==> config.mk <==
export PLATFORM = sky130hd
export DESIGN_NAME = alu_sequenced_interface
export DESIGN_NICKNAME = d
export VERILOG_FILES = /design/src/rtl/alu_sequenced_interface.sv
export SDC_FILE = /design/constraint.sdc
export NUM_CORES = 1
export LEC_CHECK = 0
export ABC_AREA = 1
export ABC_CLOCK_PERIOD_IN_PS = 5100
export CAP_MARGIN = 20
export CORE_MARGIN = 1
export CORE_UTILIZATION = 61
export DETAILED_ROUTE_END_ITERATION = 8
export DONT_BUFFER_PORTS = 1
export PLACE_DENSITY = 0.79
export SLEW_MARGIN = 20
export SYNTH_ARGS = -nofsm -noshare
export SYNTH_HDL_FRONTEND = slang
export SYNTH_SLANG_ARGS = --single-unit
==> constraint.sdc <==
create_clock -name clk -period 5.1 [get_ports clk]
set_input_delay 0.255 -clock clk [delete_from_list [all_inputs] [get_ports clk]]
set_output_delay 0.255 -clock clk [all_outputs]
set_load 0.01 [all_outputs]
==> src/rtl/alu_sequenced_interface.sv <==
// -----------------------------------------------------------------------------
// alu_sequenced_interface
//
// Board-level ALU front-end. Two raw push-buttons are synchronised, debounced
// and edge-detected; a four-state field selector steps OP1 -> OP2 -> OPCODE ->
// SHOW, and the "set" button copies the switches into the selected field. A
// registered ALU evaluates the field registers every cycle and drives the LEDs
// and status flags.
//
// Parameters
//   NB_OP           opcode width (NB_OP <= NB_DATA)
//   NB_DATA         operand / result width (>= 4)
//   DEBOUNCE_CYCLES consecutive differing samples before a button level is
//                   accepted (>= 2)
//
// Ports
//   clk          in   system clock, rising edge
//   i_reset      in   asynchronous reset, active low
//   i_switches   in   raw switch value, sampled only on a load
//   i_btn_select in   raw button, advances the selected field
//   i_btn_set    in   raw button, loads the switches into the selected field
//   o_leds       out  registered ALU result
//   o_sel        out  current field: 0 OP1, 1 OP2, 2 OPCODE, 3 SHOW
//   o_valid      out  all three fields loaded at least once since reset
//   o_zero       out  result == 0
//   o_carry      out  ADD carry-out / SUB borrow
//   o_overflow   out  signed overflow of ADD / SUB
//   o_err        out  unsupported opcode
// -----------------------------------------------------------------------------
module alu_sequenced_interface_btn #(
    parameter int DEBOUNCE_CYCLES = 1000000
) (
    input  logic clk,
    input  logic rst_n,
    input  logic btn_raw,
    output logic pulse
);
    localparam int CNT_W = (DEBOUNCE_CYCLES > 2) ? $clog2(DEBOUNCE_CYCLES) : 1;
    localparam logic [CNT_W-1:0] CNT_LAST = CNT_W'(DEBOUNCE_CYCLES - 1);

    logic             sync_meta;
    logic             synced;
    logic             stable;
    logic             stable_q;
    logic [CNT_W-1:0] cnt;

    always_ff @(posedge clk or negedge rst_n) begin
        if (!rst_n) begin
            sync_meta <= 1'b0;
            synced    <= 1'b0;
            stable    <= 1'b0;
            stable_q  <= 1'b0;
            cnt       <= '0;
        end else begin
            sync_meta <= btn_raw;
            synced    <= sync_meta;
            stable_q  <= stable;
            // Any sample that agrees with the accepted level restarts the count,
            // so only an uninterrupted run of differing samples flips the level.
            if (synced == stable) begin
                cnt <= '0;
            end else if (cnt == CNT_LAST) begin
                stable <= synced;
                cnt    <= '0;
            end else begin
                cnt <= cnt + 1'b1;
            end
        end
    end

    // Rising edge of the debounced level only; releases produce nothing.
    assign pulse = stable & ~stable_q;
endmodule

module alu_sequenced_interface #(
    parameter int NB_OP           = 6,
    parameter int NB_DATA         = 8,
    parameter int DEBOUNCE_CYCLES = 1000000
) (
    input  logic               clk,
    input  logic               i_reset,
    input  logic [NB_DATA-1:0] i_switches,
    input  logic               i_btn_select,
    input  logic               i_btn_set,
    output logic [NB_DATA-1:0] o_leds,
    output logic [1:0]         o_sel,
    output logic               o_valid,
    output logic               o_zero,
    output logic               o_carry,
    output logic               o_overflow,
    output logic               o_err
);
    localparam logic [NB_OP-1:0]   OP_ADD    = NB_OP'(6'b100000);
    localparam logic [NB_OP-1:0]   OP_SUB    = NB_OP'(6'b100010);
    localparam logic [NB_OP-1:0]   OP_AND    = NB_OP'(6'b100100);
    localparam logic [NB_OP-1:0]   OP_OR     = NB_OP'(6'b100101);
    localparam logic [NB_OP-1:0]   OP_XOR    = NB_OP'(6'b100110);
    localparam logic [NB_OP-1:0]   OP_NOR    = NB_OP'(6'b100111);
    localparam logic [NB_OP-1:0]   OP_SRA    = NB_OP'(6'b000011);
    localparam logic [NB_OP-1:0]   OP_SRL    = NB_OP'(6'b000010);
    localparam logic [NB_DATA-1:0] SHIFT_LIM = NB_DATA'(NB_DATA);

    typedef enum logic [1:0] {
        SEL_OP1    = 2'd0,
        SEL_OP2    = 2'd1,
        SEL_OPCODE = 2'd2,
        SEL_SHOW   = 2'd3
    } sel_t;

    typedef struct packed {
        logic [NB_DATA-1:0] result;
        logic               zero;
        logic               carry;
        logic               overflow;
        logic               err;
    } alu_out_t;

    function automatic alu_out_t alu_eval(
        input logic signed [NB_DATA-1:0] a,
        input logic signed [NB_DATA-1:0] b,
        input logic        [NB_OP-1:0]   op
    );
        alu_out_t         r;
        logic [NB_DATA:0] wide;
        r    = '0;
        wide = '0;
        case (op)
            OP_ADD: begin
                wide       = {1'b0, a} + {1'b0, b};
                r.result   = wide[NB_DATA-1:0];
                r.carry    = wide[NB_DATA];
                // Same-signed operands producing a differently-signed sum.
                r.overflow = (a[NB_DATA-1] == b[NB_DATA-1]) &&
                             (r.result[NB_DATA-1] != a[NB_DATA-1]);
            end
            OP_SUB: begin
                r.result   = a - b;
                r.carry    = $unsigned(a) < $unsigned(b);
                r.overflow = (a[NB_DATA-1] != b[NB_DATA-1]) &&
                             (r.result[NB_DATA-1] != a[NB_DATA-1]);
            end
            OP_AND: r.result = a & b;
            OP_OR:  r.result = a | b;
            OP_XOR: r.result = a ^ b;
            OP_NOR: r.result = ~(a | b);
            OP_SRA: begin
                if ($unsigned(b) >= SHIFT_LIM) r.result = {NB_DATA{a[NB_DATA-1]}};
                else                           r.result = a >>> $unsigned(b);
            end
            OP_SRL: begin
                if ($unsigned(b) >= SHIFT_LIM) r.result = '0;
                else                           r.result = $unsigned(a) >> $unsigned(b);
            end
            default: r.err = 1'b1;
        endcase
        r.zero = (r.result == '0);
        return r;
    endfunction

    logic                      select_pulse;
    logic                      set_pulse;
    sel_t                      state;
    sel_t                      state_next;
    logic signed [NB_DATA-1:0] operand1_p0;
    logic signed [NB_DATA-1:0] operand2_p0;
    logic        [NB_OP-1:0]   opcode_p0;
    logic                      loaded1;
    logic                      loaded2;
    logic                      loaded3;
    alu_out_t                  alu_p0;
    alu_out_t                  alu_p1;

    alu_sequenced_interface_btn #(.DEBOUNCE_CYCLES(DEBOUNCE_CYCLES)) u_btn_select (
        .clk     (clk),
        .rst_n   (i_reset),
        .btn_raw (i_btn_select),
        .pulse   (select_pulse)
    );

    alu_sequenced_interface_btn #(.DEBOUNCE_CYCLES(DEBOUNCE_CYCLES)) u_btn_set (
        .clk     (clk),
        .rst_n   (i_reset),
        .btn_raw (i_btn_set),
        .pulse   (set_pulse)
    );

    always_ff @(posedge clk or negedge i_reset) begin
        if (!i_reset) state <= SEL_OP1;
        else          state <= state_next;
    end

    always_comb begin
        state_next = state;
        if (select_pulse) begin
            case (state)
                SEL_OP1:    state_next = SEL_OP2;
                SEL_OP2:    state_next = SEL_OPCODE;
                SEL_OPCODE: state_next = SEL_SHOW;
                default:    state_next = SEL_OP1;
            endcase
        end
    end

    always_comb begin
        o_sel = state;
    end

    // ---- stage p0: field registers (load uses the pre-advance field) ----
    always_ff @(posedge clk or negedge i_reset) begin
        if (!i_reset) begin
            operand1_p0 <= '0;
            operand2_p0 <= '0;
            opcode_p0   <= '0;
            loaded1     <= 1'b0;
            loaded2     <= 1'b0;
            loaded3     <= 1'b0;
        end else if (set_pulse) begin
            case (state)
                SEL_OP1: begin
                    operand1_p0 <= i_switches;
                    loaded1     <= 1'b1;
                end
                SEL_OP2: begin
                    operand2_p0 <= i_switches;
                    loaded2     <= 1'b1;
                end
                SEL_OPCODE: begin
                    opcode_p0 <= i_switches[NB_OP-1:0];
                    loaded3   <= 1'b1;
                end
                default: ;
            endcase
        end
    end

    assign o_valid = loaded1 & loaded2 & loaded3;
    assign alu_p0  = alu_eval(operand1_p0, operand2_p0, opcode_p0);

    // ---- stage p1: registered result and flags ----
    always_ff @(posedge clk or negedge i_reset) begin
        if (!i_reset) alu_p1 <= '0;
        else          alu_p1 <= alu_p0;
    end

    assign o_leds     = alu_p1.result;
    assign o_zero     = alu_p1.zero;
    assign o_carry    = alu_p1.carry;
    assign o_overflow = alu_p1.overflow;
    assign o_err      = alu_p1.err;
endmodule

==> impl_results.md, run 1 <==
- WL/cell: 15.2 um
- CTS buffer count: 9
- Worst ir drop on vdd: 0.176 mV
- Rows: 34
- Clock Path Buffers: 2
- Final Hold Fails: 0
- RSZ-0062 raised after global routing: false
- Maximum fanout along the worst path: 14
- Initial antenna violation count: 0
- Pre-CTS WS: 2600 ps
- Clk pin slew, worst setup/hold paths: about 100 ps
- CTS tree: done
- Ys Warns: 0
- Final core utilization: 67.2%
- Number of antenna diodes: 0
- Full die area: 9560 um2
- Post-DP HPWL: 9960 um
- RR Endpoint: o_zero$_DFF_PN0_
- Final max-slew violation count: 0
- Seq pwr share: approximately 58%
- Clock sink total: 87
- I/O pin total: 27
- Core area: between 8000 and 9000 um2
- Comb power frac: 2.8%
- Clock Latency Late Sink: 360 ps
- Number of flops mapped to enable cells by yosys: 0
- Violated checks: DRC
- Final Cell Area: 5920 um2
- Psw: 313 uW
- Fmax: around 390 MHz
- PwrDens: 205 nW/um2
- Clock Tree Root: clkbuf_8
- Die W: 97.8 um
- Largest net degree at the start of global routing: between 80 and 90
- Pleak: 0.00306 uW
- Critical Path Source Type: flop
- Slew HR: 59.1%
- Min Tclk post-route: 2590 ps
- H-Tree Depth: 3
- Final net count: about 800
- GPL Wtd Cong: 0.971
- DRT Pass-1 Iters: 7
- GRT Util Overall: 29.4%
- Final period util: 50.7%
- Area of the mapped netlist: approximately 5600 um2
- TNS Setup: 0 ps
- Crit end category: flop
- Post-Place Cell Area: 5660 um2
- WL final: 13200 um
- Post-DRT Antenna Nets: 0
- Least-Margin Pin Slew: 612 ps
- DRC Markers: 8
- Outcome: complete, but fails checks
- Fraction of layout cells with a size suffix above 1: under 10%
- Setup Skew: roughly 11 ps
- Sequential area share after synthesis: 38.9%
- Number of setup violations in the final report: 0
- Max-capacitance violation count: 0
- 1st-iter DRT viols: 277
- Hold-critical path depth: 2
- Final WS setup: 2510 ps
- Worst EP arrival: around 2900 ps
- Async SR Flop Fraction: 100%
- Vias: 4915
- Flops & latches, synth: 87
- Vias in the first global route: approximately 4800
- Internal power: roughly 900 uW
- Ys flop type: dfrtp_1
- Syn Area/Cell: 7.40 um2
- Syn Inst Count: approximately 760
- Synth cell types: 37
- Part of the power in the clock network: 39.5%
- WS Path Type: reg2reg
- Tightest Hold Check Type: in2reg
- Grt total ovfl: 0
- Hold Path End: operand2_p0[6]$_DFFE_PN0P_
- Area added between synthesis and finish: 5.77%
- R2R Setup Slk: around 2500 ps
- Syn nets: between 800 and 900
- DIE HEIGHT: a little under 100 um
- CTS resizes: 0
- Hold Crit Start: i_switches[6]
- Cells on worst reg2reg path: 14
- Starting Density: 63.5%
- R2R Path Start: operand2_p0[2]$_DFFE_PN0P_
- I/O Buffers: 0
- Required time worst endpoint: 5400 ps
- Sw Share: about 26%
- First-pass GRT wire length: 22100 um
- Via density: approximately 5.6
[kinds of logic after synthesis]
kind of cell | after synthesis | synth area share (%)
compound gates | 84 | 7.76
mux | 1 | 0.201
simple gates | 410 | 33.8
buf+inv | 120 | 8.39
xor+xnor | 21 | 3.29
flops | 87 | 38.9
fa+ha+maj | 33 | 7.65
[routing by layer]
layer / wire length, um / vias up / GRT usage [%] / part of all wire [%]
met5: 0 / - / 0 / 0
met4: 649 / 0 / 17.0 / 4.9
met3: 662 / 42 / 4.72 / 5.0
met2: 6130 / 179 / 48.1 / 46
met1: 5780 / 2269 / 37.3 / 44
li1: - / 2425 / - / -
[state kept, by name (all words and copies together) (netlist names), 2 cells and up]
register / count
operand2_p0: 8
o_sel: 2
o_leds: 8
u_btn_set.cnt: 20
opcode_p0: 6
operand1_p0: 8
u_btn_select.cnt: 20
[power groups by stage]
stage	clock network [uW]	registers, uW	logic (uW)
4_1_cts	486	698	35.6
5_1_grt	510	699	40.0
6_report	478	698	34.3
2_1_floorplan	0	711	13.6
3_3_place_gp	0	712	16.7
3_5_place_dp	0	712	17.4
[Yosys cell counts (7+ instances only)]
| library cell | n | area share [%] |
|---|---|---|
| nand2_1 | 187 | 13 |
| inv_1 | 97 | 6.5 |
| dfrtp_1 | 87 | 39 |
| nor2_1 | 84 | 5.6 |
| nand3_1 | 68 | 6.1 |
| o21ai_0 | 44 | 3.9 |
| ha_1 | 31 | 6.9 |
| a21oi_1 | 28 | 2.5 |
| nand4_1 | 17 | 1.9 |
| xor2_1 | 14 | 2.2 |
| nor2_2 | 10 | 1.1 |
| inv_2 | 9 | 0.60 |
| nor3_1 | 8 | 0.72 |
| xnor2_1 | 7 | 1.1 |
[worst max-delay path by stage]
stage,end,startpoint,slack [ps]
global route,o_zero$_DFF_PN0_,operand2_p0[2]$_DFFE_PN0P_,2310
floorplan,o_zero$_DFF_PN0_,operand2_p0[0]$_DFFE_PN0P_,3210
finish,o_zero$_DFF_PN0_,operand2_p0[2]$_DFFE_PN0P_,2510
global placement,o_zero$_DFF_PN0_,operand2_p0[2]$_DFFE_PN0P_,2700
detailed placement,o_zero$_DFF_PN0_,operand2_p0[2]$_DFFE_PN0P_,2600
CTS,o_zero$_DFF_PN0_,operand2_p0[2]$_DFFE_PN0P_,2570
[layout by cell type (no fill, tap or decap), types with 2 or more instances in the layout]
cell type      instances
nand3_2                6
o21ai_1                6
nand2_1              187
inv_1                 97
nor3b_1                4
fa_1                   2
inv_2                  9
dfrtp_1               87
nand4_1               17
nor3_1                 8
nand3_1               68
clkinv_4               2
inv_6                  2
nor4_2                 3
nand3b_1               2
nor3_2                 6
xor2_1                14
nor4_1                 3
a21oi_1               28
a31oi_1                2
nor2_4                 3
nor2_1                84
and3_1                 2
o21ai_0               44
or2_1                  2
ha_1                  31
clkbuf_8               9
nand2_2                3
nor2_2                10
xnor2_1                7
o21a_1                 2
dlygate4sd3_1          3
inv_8                  2
[stage by stage]
step / instances / hold slack (ps) / power (uW)
floorplan: 756 / -40.6 / 725
global placement: 851 / -39.2 / 729
detailed placement: 851 / -38.7 / 730
CTS: 871 / 48.3 / 1220
global route: 871 / 78.4 / 1250
finish: 871 / 62.3 / 1210
[what timing repair did]
item                                    CTS  global route
endpoints found under the setup margin    0             0
hold endpoints to repair                 89             0
hold buffers                              4             0
buffers inserted                          0             0
[cell type report]
type / instances / area, um2
fill: 731 / 2890
sequential: 87 / 2180
timing repair buffer: 4 / 57.6
tap: 108 / 135
clock buffer: 9 / 124
inverter: 107 / 402
clock inverter: 7 / 73.8
multi-input combinational: 549 / 2950
[worst max-delay path, stage by stage, from the launching register on]
cell,delay [ps]
dfrtp_1,630
inv_1,210
ha_1,500
nand2_1,90
inv_1,70
nand2_1,50
nand2_1,100
nand4_1,140
nand2_1,140
nand2_1,60
nand3_1,70
nand3_1,150
nor2_1,130
nand2_1,60
nor2_1,90
No activity file was read; power rests on OpenSTA's default activity.
==> inputs of run 2 (changes only) <==
Settings changed: ABC_AREA 1 to 0, ABC_CLOCK_PERIOD_IN_PS 5100 to 2200, CORE_UTILIZATION 61 to 58, PLACE_DENSITY 0.79 to 0.78.
Clock period 5.1 ns to 2.2 ns, I/O delays scaled along.
==> run 2 against run 1 <==
The run ends with setup timing left. Critical path depth down 4. Die area down 1.4%. First-iteration DRC count down 38%. Flip-flop and latch count unchanged. Power rose to 2.9 times the previous value. Area after synthesis down 6.2%. Setup slack worse by 3000 ps. Via count down 7.4%. Final area up 13%. Hold slack better by 240 ps. Critical endpoint unchanged. Largest cell class unchanged. Largest power group unchanged.
==> impl_results.md, run 2 <==
- Syn Inst Count: 539 (-29%)
- WL final: 13800 um (+4.2%)
- Met3 Resource Use GR: 5.47% (+0.74 points)
- Grt total ovfl: 0 (unchanged)
- Final Hold Fails: 0 (unchanged)
- Commonest cells post-synth: 87 x dfrtp_1, 60 x nor2_1, 40 x nand2_1
- Die W: 97.1 um (-0.69%)
- PwrDens: 533 nW/um2 (+160%)
- Largest regs: u_btn_select.cnt x20, u_btn_set.cnt x20
- GPL Wtd Cong: 0.995 (+2.5%)
- DIE HEIGHT: 97.1 um (-0.69%)
- Clock sink total: 87 (unchanged)
- Final core utilization: 76.7% (+9.5 points)
- WL/cell: 18.1 um (+19%)
- Yosys top cell by area: dfrtp_1
- Rows: 34 (unchanged)
- 1st-iter DRT viols: 172 (-38%)
- Syn Area/Cell: 9.73 um2 (+32%)
- Worst EP arrival: 3000 ps (+120 ps)
- Maximum fanout along the worst path: 5 (-9)
- Post-DRT Antenna Nets: 0 (unchanged)
- Crit end category: flop
- I/O Buffers: 0 (unchanged)
- Core area: 8720 um2 (-0.97%)
- DRT Pass-1 Iters: 5 (-2)
- Via density: 5.98 (+6.0%)
- Pleak: 0.00306 uW (-0.11%)
- Syn nets: 584 (-27%)
- Clock Tree Root: clkbuf_8
- Most frequent cells in the layout: 96 x buf_4, 80 x dfrtp_1, 59 x nor2_1
- Initial antenna violation count: 0 (unchanged)
- Ys flop type: dfrtp_1
- Violated checks: setup timing
- Final net count: 694 (-14%)
- Tightest Hold Check Type: in2async
- CP Cell Sequence: buf_6 > buf_6 > fa_2 > nand3_1 > a21oi_1 > a21oi_1 > xnor2_1 > a221o_1 > or4_4 > nor4_4
- Number of setup violations in the final report: 6 (+6)
- CTS tree: done
- Number of fillers in the final layout: 557 (-24%)
- Fmax: 367 MHz (-5.1%)
- Starting Density: 60.1% (-3.4 points)
- Final max-slew violation count: 0 (unchanged)
- Area added between synthesis and finish: 27.6%
- Placed insts: 722 (-15%)
- Slowest cell delay on critical path: 470 ps (-160 ps)
- Final WS setup: -525 ps (-3040 ps)
- Synth cell types: 57 (+54%)
- Top cells by area, synth: dfrtp_1 42%, ha_1 7.4%, mux2_2 5.6%
- Critical Path Source Type: flop
- Clock Latency Late Sink: 370 ps (about the same)
- Number of antenna diodes: 0 (unchanged)
- Worst ir drop on vdd: 0.400 mV (+130%)
- Full die area: 9430 um2 (-1.4%)
- CP top delay family: simple AND/OR/NAND/NOR gates
- Least-Margin Pin Slew: 474 ps (-138 ps)
- Max-capacitance violation count: 0 (unchanged)
- WS Path Type: reg2reg
- Flops & latches, synth: 87 (unchanged)
- Buffer and inverter count on the worst path: 2 (unchanged)
- Async SR Flop Fraction: 100% (unchanged)
- Slew HR: 68.3% (+9.2 points)
- Post-DP HPWL: 9550 um (-4.1%)
- Min Tclk post-route: 2730 ps (+139 ps)
- Fraction of layout cells with a size suffix above 1: 31.2% (+23 points)
- TNS Setup: -989 ps (-989 ps)
- First-pass GRT wire length: 22500 um (+2.1%)
- Met2 Track Usage GR: 52.2% (+4.1 points)
- Clock Path Buffers: 2 (unchanged)
- Busiest metal layer after global routing: met2
- Vias: 4553 (-7.4%)
- Required time worst endpoint: 2480 ps (-2920 ps)
- Most frequent cell after synthesis: dfrtp_1
- Vias in the first global route: 4571 (-4.3%)
- CTS buffer count: 9 (unchanged)
- Largest net degree at the start of global routing: 88 (unchanged)
- CP max-delay cell: dfrtp_2
- H-Tree Depth: 3 (unchanged)
- Commonest non-fill, non-tap cell in the layout: buf_4
- GRT Util Overall: 30.5% (+1.1 points)
- Register area: 2190 um2 (+0.40%)
- RSZ-0062 raised after global routing: true
- Ys Warns: 0 (unchanged)
- Final period util: 124% (+73 points)
- Outcome: complete, but fails checks
- Number of flops mapped to enable cells by yosys: 0 (unchanged)
- Final Non-Filler Cells: 761 (-13%)
- I/O pin total: 27 (unchanged)
- Sequential area share after synthesis: 41.5% (+2.6 points)
- Area of the mapped netlist: 5250 um2 (-6.2%)
- DRC Markers: 0 (-8)
- Met1 Use GR: 36.2% (-1.0 points)
- Clk pin slew, worst setup/hold paths: 100 ps (about the same)
- Synth top area share: 41.5% (+2.6 points)
- Setup Skew: 15.6 ps (+4.32 ps)
- Area of the multi-input gates: 3080 um2 (+4.6%)
[run 2: changes by cell type in the layout (fill, tap and decap cells not counted), moves of 10 or more]
| cell | previous run | this run |
|---|---|---|
| and3_1 | 2 | 14 |
| xnor2_1 | 7 | 23 |
| nand3_1 | 68 | 16 |
| nor2_1 | 84 | 59 |
| mux2_2 | 1 | 26 |
| buf_6 | 0 | 10 |
| inv_1 | 97 | 22 |
| nand2_1 | 187 | 39 |
| o21ai_0 | 44 | 13 |
| buf_4 | 0 | 96 |
[run 2: repair_timing]
action,CTS,global route
hold endpoints to repair,111,0
hold buffers,12,0
buffers inserted,8,4
setup endpoints to repair,7,18
resized for setup,33,23
pin swaps,20,14
[run 2: metal layers]
layer  up-vias  share of wire (%)
met1      2219                 39
met5         -                  0
met2       169                 51
met3        58                4.6
li1       2107                  -
met4         0                4.8
[run 2: worst paths after layout]
check | to | slack (ps) | depth (start not counted) | from
min in group clk | u_btn_set.sync_meta$_DFF_PN0_ | 300 | 1 | i_btn_set
worst max register to register | o_zero$_DFF_PN0_ | -530 | 10 | operand1_p0[1]$_DFFE_PN0P_
worst min register to register | u_btn_set.synced$_DFF_PN0_ | 350 | 0 | u_btn_set.sync_meta$_DFF_PN0_
worst max-delay path | o_zero$_DFF_PN0_ | -530 | 10 | operand1_p0[1]$_DFFE_PN0P_
max in group asynchronous | operand2_p0[0]$_DFFE_PN0P_ | 1490 | 2 | i_reset
worst min-delay path | o_leds[0]$_DFF_PN0_ | 300 | 2 | i_reset
[run 2: cell families (layout without fill, tap and decap cells)]
family,Yosys count,in the layout,share of synthesized area (%)
DFF,87,87,41.5
buffers and inverters,48,162,3.55
xor gates and xnor gates,46,46,7.68
adders and majority gates,33,33,8.16
AOI/OAI and AO/OA,87,87,10.9
and+or+nand+nor,199,199,19.7
muxes,39,39,8.56
[run 2: power breakdown]
part           switching [uW]  total [uW]  internal, uW  leakage [uW]
Sequential               49.5        1700          1650       0.00113
Combinational             347         685           338       0.00182
Clock                     642        1180           541     0.0000997
Total                    1040        3560          2530       0.00306
[run 2: cell type report]
class                      instances  area share (%)
multi-input combinational        404            46.1
sequential                        87            32.7
timing repair buffer             118            14.5
tap                              108            2.02
clock buffer                       9            1.85
inverter                          29            1.70
clock inverter                     6            1.16
[run 2: through the flow]
stage               hold WS [ps]  worst slack [ps]  power [uW]  area (um2)
floorplan                   -186              -442        2050        5320
global placement            -184              -488        2250        6060
detailed placement          -184              -551        2270        6060
CTS                          289              -496        3530        6570
global route                 291              -631        3700        6690
finish                       297              -525        3560        6690
==> inputs of run 3 (changes only) <==
Settings changed: CORE_MARGIN 1 to 4, PLACE_DENSITY 0.78 to 0.87.
==> run 3 against run 2 <==
Maximum frequency decreased by 0.33%. Final area up 2.2%. Critical path type unchanged. Core utilization up 1.3 points. Non-clock buffer count grew 6. Setup slack got worse by 9.0 ps. The flow still finishes with violations (setup timing).
==> impl_results.md, run 3 (same netlist as run 2, synthesis figures left out) <==
- Outcome: complete, but fails checks
- Violated checks: setup timing
- CP max-delay cell: or4_4
- Part of the power in the clock network: 31.2% (-2.0 points)
- Required time worst endpoint: 2480 ps (about the same)
- Number of setup violations in the final report: 7 (+1)
- Rows: 34 (unchanged)
- Clock Tree Root: clkbuf_8
- Clock Path Buffers: 2 (unchanged)
- Largest net degree at the start of global routing: 88 (unchanged)
- Final Non-Filler Cells: 768 (+0.92%)
- Crit end category: flop
- Clock sink total: 87 (unchanged)
- Tightest Hold Check Type: in2async
- Vias in the first global route: 4842 (+5.9%)
- Die W: 103 um (+6.2%)
- WL met2: 7990 um (+13%)
- Post-DRT Antenna Nets: 0 (unchanged)
- Clk pin slew, worst setup/hold paths: 110 ps (about the same)
- 1st-iter DRT viols: 259 (+51%)
- Least-Margin Pin Slew: 532 ps (+58.2 ps)
- Worst ir drop on vdd: 0.476 mV (+19%)
- Vias: 4748 (+4.3%)
- Grt total ovfl: 0 (unchanged)
- RSZ-0062 raised after global routing: true
- DIE HEIGHT: 103 um (+6.2%)
- R2R Setup Slk: -530 ps (about the same)
- Final period util: 124% (+0.41 points)
- Final max-slew violation count: 0 (unchanged)
- Most frequent cells in the layout: 103 x buf_4, 81 x dfrtp_1, 57 x nor2_1
- Min Tclk post-route: 2730 ps (+8.98 ps)
- DRT Pass-1 Iters: 5 (unchanged)
- GRT Util Overall: 30.0% (-0.52 points)
- Pleak: 0.00310 uW (+1.2%)
- Met3 wire len: 878 um (+40%)
- WS Path Type: reg2reg
- WL/cell: 20.1 um (+11%)
- Clock Latency Late Sink: 380 ps (about the same)
- Largest regs: u_btn_select.cnt x20, u_btn_set.cnt x20
- Number of antenna diodes: 0 (unchanged)
- R2R Path Start: operand1_p0[1]$_DFFE_PN0P_
- CTS tree: done
- Internal power: 2440 uW (-3.4%)
- Initial antenna violation count: 0 (unchanged)
- Comb power frac: 21.0% (+1.8 points)
- Sw Share: 31.4% (+2.2 points)
- Area added between synthesis and finish: 30.4%
- Full die area: 10600 um2 (+13%)
- CP Cell Sequence: buf_4 > buf_4 > fa_2 > xnor2_1 > nor2_1 > a21oi_1 > o21ai_1 > a221o_1 > or4_4 > nor4_2
- Total power: 3550 uW (-0.27%)
- CTS buffer count: 9 (unchanged)
- I/O Buffers: 0 (unchanged)
- First-pass GRT wire length: 24300 um (+7.8%)
- Slowest cell delay on critical path: 520 ps (+50 ps)
- Seq pwr share: 47.8% (+0.2 points)
- Critical Path Source Type: flop
- Fmax: 366 MHz (-0.33%)
- Final WS setup: -534 ps (-8.98 ps)
- Post-DP HPWL: 10100 um (+5.2%)
- Top layer in use: met4
- Via density: 6.18 (+3.3%)
- Maximum fanout along the worst path: 3 (-2)
- Psw: 1120 uW (+7.4%)
- RR Endpoint: o_zero$_DFF_PN0_
- Final Hold Fails: 0 (unchanged)
- Worst EP arrival: 3020 ps (+20 ps)
- Core area: 8760 um2 (+0.49%)
- PwrDens: 520 nW/um2 (-2.5%)
- Setup Skew: 18.3 ps (+2.70 ps)
- Final net count: 700 (+0.86%)
- H-Tree Depth: 3 (unchanged)
- WL final: 15400 um (+12%)
- GPL Wtd Cong: 0.988 (-0.71%)
- I/O pin total: 27 (unchanged)
- Max-capacitance violation count: 0 (unchanged)
- DRC Markers: 0 (unchanged)
- Starting Density: 59.9% (-0.29 points)
- Commonest non-fill, non-tap cell in the layout: buf_4
- Fraction of layout cells with a size suffix above 1: 34.4% (+3.2 points)
- DRT met1 WL: 5670 um (+5.1%)
- Slew HR: 64.3% (-4.0 points)
- Placed insts: 717 (-0.69%)
- Most used cell, CP: buf_4
- Cells on worst reg2reg path: 10 (unchanged)
[run 3: area by class of cell]
| class | instances | area [um2] |
|---|---|---|
| inverters | 29 | 114 |
| clock buffers | 9 | 124 |
| multi-input cells | 404 | 3200 |
| clock inverters | 7 | 61.3 |
| fillers | 540 | 1920 |
| flip-flops and latches | 87 | 2180 |
| repair buffers | 124 | 1020 |
| well taps | 108 | 135 |
[run 3: worst max-delay path by stage]
stage | start | endpoint | depth (start not counted)
4_1_cts | operand1_p0[1]$_DFFE_PN0P_ | o_zero$_DFF_PN0_ | 10
5_1_grt | operand1_p0[1]$_DFFE_PN0P_ | o_zero$_DFF_PN0_ | 10
6_report | operand1_p0[1]$_DFFE_PN0P_ | o_zero$_DFF_PN0_ | 10
3_3_place_gp | operand1_p0[0]$_DFFE_PN0P_ | o_zero$_DFF_PN0_ | 11
3_5_place_dp | operand1_p0[0]$_DFFE_PN0P_ | o_zero$_DFF_PN0_ | 11
2_1_floorplan | operand2_p0[1]$_DFFE_PN0P_ | o_zero$_DFF_PN0_ | 10
[run 3: stage by stage]
| step | instance area, um2 | util (%) | hold WS (ps) | setup TNS, ps | setup slack, ps |
|---|---|---|---|---|---|
| 5_1_grt | 6840 | 78.1 | 308 | -1410 | -644 |
| 2_1_floorplan | 5320 | - | -186 | -442 | -442 |
| 3_5_place_dp | 6030 | 68.8 | -184 | -1170 | -540 |
| 3_3_place_gp | 6030 | 68.8 | -184 | -902 | -478 |
| 6_report | 6840 | 78.1 | 262 | -942 | -534 |
| 4_1_cts | 6610 | 75.4 | 287 | -581 | -431 |
[run 3: layer usage]
layer | vias up | track usage (%)
li1 | 2117 | -
met1 | 2326 | 33.8
met4 | 0 | 15.6
met5 | - | 0
met3 | 80 | 5.89
met2 | 225 | 53.3
[run 3: critical path: cells and delay by family (launching register included)]
family	cells	cell delay [ps]
buf+inv	2	280
simple gates	3	720
compound gates	3	570
flops	1	450
xor+xnor	1	200
fa+ha+maj	1	410
[run 3: repair_timing]
| item | in CTS | in global routing |
|---|---|---|
| pin swaps | 14 | 18 |
| hold endpoints to repair | 111 | 0 |
| resized for setup | 37 | 40 |
| endpoints found under the setup margin | 7 | 30 |
| hold buffers | 12 | 0 |
| setup buffers | 36 | 17 |
[run 3: power groups by stage]
| stage | registers (uW) | logic, uW | clock network, uW |
|---|---|---|---|
| 2_1_floorplan | 1720 | 325 | 0 |
| 3_3_place_gp | 1720 | 514 | 0 |
| 3_5_place_dp | 1730 | 537 | 0 |
| 4_1_cts | 1690 | 658 | 1110 |
| 5_1_grt | 1710 | 798 | 1190 |
| 6_report | 1700 | 746 | 1110 |
